`src/rtl/sqrt_pkg.sv`:
```
// sqrt_pkg: FSM state encoding and root-width helper for the square-root generator.
package sqrt_pkg;
  typedef enum logic [1:0] {IDLE, WORK, DONE} state_t;
  function automatic int root_w(input int w);
    return w / 2 + 1;
  endfunction
endpackage

```
`src/rtl/sqrt_step.sv`:
```
// sqrt_step: one digit-by-digit iteration resolving a single root bit.
module sqrt_step #(
  parameter int WIDTH = 16
) (
  input  logic [WIDTH/2-1:0] rem_i,
  input  logic [WIDTH/2-1:0] root_i,
  input  logic [1:0]         pair_i,
  output logic [WIDTH/2:0]   rem_o,
  output logic [WIDTH/2-1:0] root_o
);
  localparam int H = WIDTH / 2;
  logic [H+1:0] cur, trial;
  logic [H:0] diff;
  logic ge;
  // the true difference never exceeds H+1 bits when the trial fits
  always_comb begin
    cur    = {rem_i, pair_i};
    trial  = {root_i, 2'b01};
    ge     = cur >= trial;
    diff   = cur[H:0] - trial[H:0];
    rem_o  = ge ? diff : cur[H:0];
    root_o = {root_i[H-2:0], ge};
  end
endmodule

```
`src/rtl/sqrt_gen.sv`:
```
// sqrt_gen: sequential integer square root, one root bit per cycle, optional rounding.
module sqrt_gen
  import sqrt_pkg::*;
#(
  parameter int WIDTH = 16,
  parameter int ROUND = 0
) (
  input  logic                       clk_i,
  input  logic                       rst_i,
  input  logic                       start_i,
  input  logic [WIDTH-1:0]           a_bi,
  output logic                       busy_o,
  output logic                       done_o,
  output logic [root_w(WIDTH)-1:0]   y_bo,
  output logic [root_w(WIDTH)-1:0]   rem_bo
);
  localparam int H  = WIDTH / 2;
  localparam int RW = root_w(WIDTH);
  localparam int CW = $clog2(H + 1);
  if (WIDTH % 2 != 0 || WIDTH < 4) begin : g_bad_width
    $error("sqrt_gen: WIDTH must be even and at least 4");
  end
  state_t state;
  logic [WIDTH-1:0] a_q;
  logic [H:0] rem_q, rem_n;
  logic [H-1:0] root_q, root_n;
  logic [CW-1:0] cnt;
  logic rnd;
  assign rnd = ROUND != 0 && rem_q > {1'b0, root_q};
  sqrt_step #(.WIDTH(WIDTH)) u_step (
    .rem_i (rem_q[H-1:0]),
    .root_i(root_q),
    .pair_i(a_q[WIDTH-1 -: 2]),
    .rem_o (rem_n),
    .root_o(root_n)
  );
  // the cycle after the last iteration (cnt==0) commits the result with rounding
  always_ff @(posedge clk_i or posedge rst_i) begin
    if (rst_i) begin
      state  <= IDLE;
      a_q    <= '0;
      rem_q  <= '0;
      root_q <= '0;
      cnt    <= '0;
      busy_o <= 1'b0;
      done_o <= 1'b0;
      y_bo   <= '0;
      rem_bo <= '0;
    end else if (state == WORK) begin
      if (cnt != '0) begin
        a_q    <= a_q << 2;
        rem_q  <= rem_n;
        root_q <= root_n;
        cnt    <= cnt - 1'b1;
        busy_o <= cnt != CW'(1);
      end else begin
        state  <= DONE;
        done_o <= 1'b1;
        y_bo   <= {1'b0, root_q} + {{(RW-1){1'b0}}, rnd};
        rem_bo <= rem_q;
      end
    end else begin
      done_o <= 1'b0;
      state  <= start_i ? WORK : IDLE;
      busy_o <= start_i;
      if (start_i) begin
        a_q    <= a_bi;
        rem_q  <= '0;
        root_q <= '0;
        cnt    <= CW'(H);
      end
    end
  end
endmodule
```
`config.mk`:
```
export PLATFORM = sky130hd
export DESIGN_NAME = sqrt_gen
export DESIGN_NICKNAME = d
export VERILOG_FILES = /design/src/rtl/sqrt_pkg.sv /design/src/rtl/sqrt_step.sv /design/src/rtl/sqrt_gen.sv
export SDC_FILE = /design/constraint.sdc
export NUM_CORES = 1
export LEC_CHECK = 0
export CAP_MARGIN = 20
export CORE_UTILIZATION = 30
export DETAILED_ROUTE_END_ITERATION = 8
export GPL_TIMING_DRIVEN = 0
export HOLD_SLACK_MARGIN = 0.02
export MAX_ROUTING_LAYER = met4
export RECOVER_POWER = 25
export SYNTH_ARGS = -nofsm -noshare
export SYNTH_HDL_FRONTEND = slang
export SYNTH_SLANG_ARGS = --single-unit
```
`constraint.sdc`:
```
create_clock -name clk_i -period 5.7 [get_ports clk_i]
set_input_delay 1.71 -clock clk_i [delete_from_list [all_inputs] [get_ports clk_i]]
set_output_delay 1.71 -clock clk_i [all_outputs]
set_load 0.02 [all_outputs]
```
==> results.toml <==
[drt]
wl_mm = 6.457
drc = 0
drt-pass1-iter-count = 4
wl_per_cell_um = 13.02
via_per_inst = 4.782
drtAntennaViolNets = 0
vias = 2372
drtIter0Drc = 67

[setup_path]
crit_type = "register to primary output"
crit_fanout = 3
worst-path-buf-inv = 1
crit_path_start_kind = "register"
cp_slowest_cell = "clkdlybuf4s50_1"
worstPathArrival_ps = 1340
critPathLaunch = "done_o"
crit_chain = "clkdlybuf4s50_1"
cp_top_family = "buffers and inverters"
cp.required_ps = 3990
max_stage_delay_ps = 620
r2r_cells = 8
worstReg2RegStart = "rem_q[3]"
cp.depth = 1
critPathCaptureType = "primary output"

[global_route]
grt_pass1_vias = 2246
grt_pass1_wl_mm = 11.03
antenna_found_initial = 0
grt_max_degree = 43
grt_use_total = 0.1455
grt_overflow = 0

[yosys]
synth_cell_types = 40
netlist_instances = 314
yosysSeqAreaShare = 0.4937
synth_edf_count = 0
syn_area_um2 = 2889
ys_warn_count = 0
ys_ff_latch = 57
avgSynthCellArea_um2 = 9.201
ys.flop_type = "dfrtp_1"
synth_top_area_share = 0.4937
synth_area_leader_cell = "dfrtp_1"
synthArstFlopShare = 1.000
syn-num-nets = 345
synth_area_leaders = "dfrtp_1 (49%), nand2_1 (8.4%), o21ai_0 (6.8%)"

[clock_network]
postCtsHoldBufs = 0
clock_path_buffers = 2
numCtsBuffers = 9
clk_pin_slew_ps = 70
clk_latency_ps = 330
cts_setup_buffers = 0
htreeDepth = 3
cts.repair.resized = 0
root_buffer = "clkbuf_8"
cts_tree = "yes"
cts.sinks = 57

[floorplanning]
initial_core_util = 0.3112
ios = 39
rows = 35
fp.dieW_um = 100.1
die_h_um = 100.1
dieArea_um2 = 10030
coreArea_um2 = 9284

[pwr]
vdd_drop_max_mv = 0.2156
switching_share = 0.4187
p_seq_frac = 0.291
comb_power_share = 0.528
p_per_area_nw_per_um2 = 660.1
p_int_uw = 1408
clock_power_share = 0.180
p_leak_uw = 0.001598
p_sw_uw = 1014

[placed_design]
gp_congestion = 0.7618
place.detailed.hpwl_mm = 4.747
port_buffers = 37

[min_path]
min-delay-start = "rem_bo[5]"
hold_path.class = "register to register"
holdPathStages = 2

[timing]
drv_slew = 0
fin_hold_ws_ps = 469.6
setup_viol = 0
fin_setup_tns_ps = 0
worst_pin_slew_ps = 670.8
clock_skew_ps = 7.689
period_needed_ps = 3053
rsz0062_at_grt = "false"
fin_crit_sh = 0.5357
max_freq_mhz = 327.5
hold_viol_final = 0
slew_headroom = 0.5523

[layout]
num_antenna_cells = 0
regArea_um2 = 1426
final_nets = 394
multi_input_area_um2 = 1309
fillers = 978
areaGrowthSynthToFinish_pct = 27.02
drive_gt1_frac = 0.07357

[flow_run]
maxCapViolations = 0

[status]
status = "complete, no violations"
[final cells by class]
type,instances,share of cell area
inverters,18,0.01841
clock buffers,13,0.04603
flip-flops and latches,57,0.3887
well taps,129,0.04398
plain buffers,18,0.02353
multi-input cells,221,0.3566
clock inverters,2,0.01637
repair buffers,38,0.1064
[layer usage]
| layer | vias up | track usage | share of wire |
|---|---|---|---|
| li1 | 1185 | - | - |
| met1 | 1130 | 0.1923 | 0.50 |
| met2 | 49 | 0.2229 | 0.46 |
| met3 | 8 | 0.03552 | 0.035 |
| met4 | 0 | 0.04013 | 0.011 |
| met5 | - | - | 0 |
[flip-flops by register name (all words and copies together), names as in the netlist]
name / cells
busy_o: 1
y_bo: 8
cnt: 4
rem_bo: 9
root_q: 8
done_o: 1
a_q: 16
rem_q: 9
state: 1
[synthesized netlist by cell type (6+ instances only)]
cell       n
nor2_1     6
inv_1     17
nand2_1   65
buf_2      6
a21oi_1    8
o21ai_0   39
clkbuf_1   8
ha_1      12
nand3_1   22
dfrtp_1   57
mux2i_1   16
[power by group through the flow]
stage          logic (uW)  clock network, uW  registers (uW)
2_1_floorplan         868                  0             754
3_3_place_gp         1260                  0             709
3_5_place_dp         1280                  0             715
4_1_cts              1290                444             709
5_1_grt              1450                465             734
6_report             1280                437             706
[kinds of logic (layout without fill, tap and decap cells)]
logic type | after synthesis | count (layout) | share of synthesized area
AND/OR/NAND/NOR | 113 | 113 | 0.1737
AO/OA/AOI/OAI | 73 | 73 | 0.1524
flip-flops | 57 | 57 | 0.4937
buffers and inverters | 36 | 89 | 0.05327
multiplexers | 16 | 16 | 0.05543
adder cells (fa/ha/maj) | 12 | 12 | 0.05197
XOR/XNOR | 6 | 6 | 0.01819
other | 1 | 1 | 0.001298
[cells in the final DEF, fill, tap and decap left out, types with 4 or more instances in the layout]
master           synthesis  final
mux2i_1                 16     16
clkbuf_8                 0     12
inv_1                   17     17
clkbuf_1                 8      9
o21ai_0                 39     39
nand2_1                 65     65
nand2b_1                 5      5
a21oi_1                  8      8
nor2_1                   6      6
xnor2_1                  4      4
o31ai_1                  4      4
clkdlybuf4s50_1          0     36
nand3_1                 22     22
ha_1                    12     12
dfrtp_1                 57     57
o311ai_0                 4      4
buf_2                    6      6
nor3_1                   5      5
[final timing paths]
| check | to | slack, ps |
|---|---|---|
| setup / recovery | done_o | 2650 |
| hold / removal | rem_bo[5] | 470 |
| setup reg to reg | rem_q[4] | 3400 |
| hold reg to reg | rem_bo[5] | 470 |
| max in group asynchronous | a_q[10] | 3130 |
| min in group asynchronous | y_bo[7] | 1910 |
[per-stage QoR]
step                      total power, uW  std cells  utilization  area [um2]  worst slack (ps)
after global placement               1964        480       0.3685        3421              1527
final                                2422        496       0.3953        3670              2647
after detailed placement             1997        481       0.3706        3441              2419
after global routing                 2644        496       0.3953        3670              2582
after floorplan                      1622        314            -        2889              2590
after CTS                            2441        496       0.3953        3670              2639
Power figures use the tool's default switching activity.
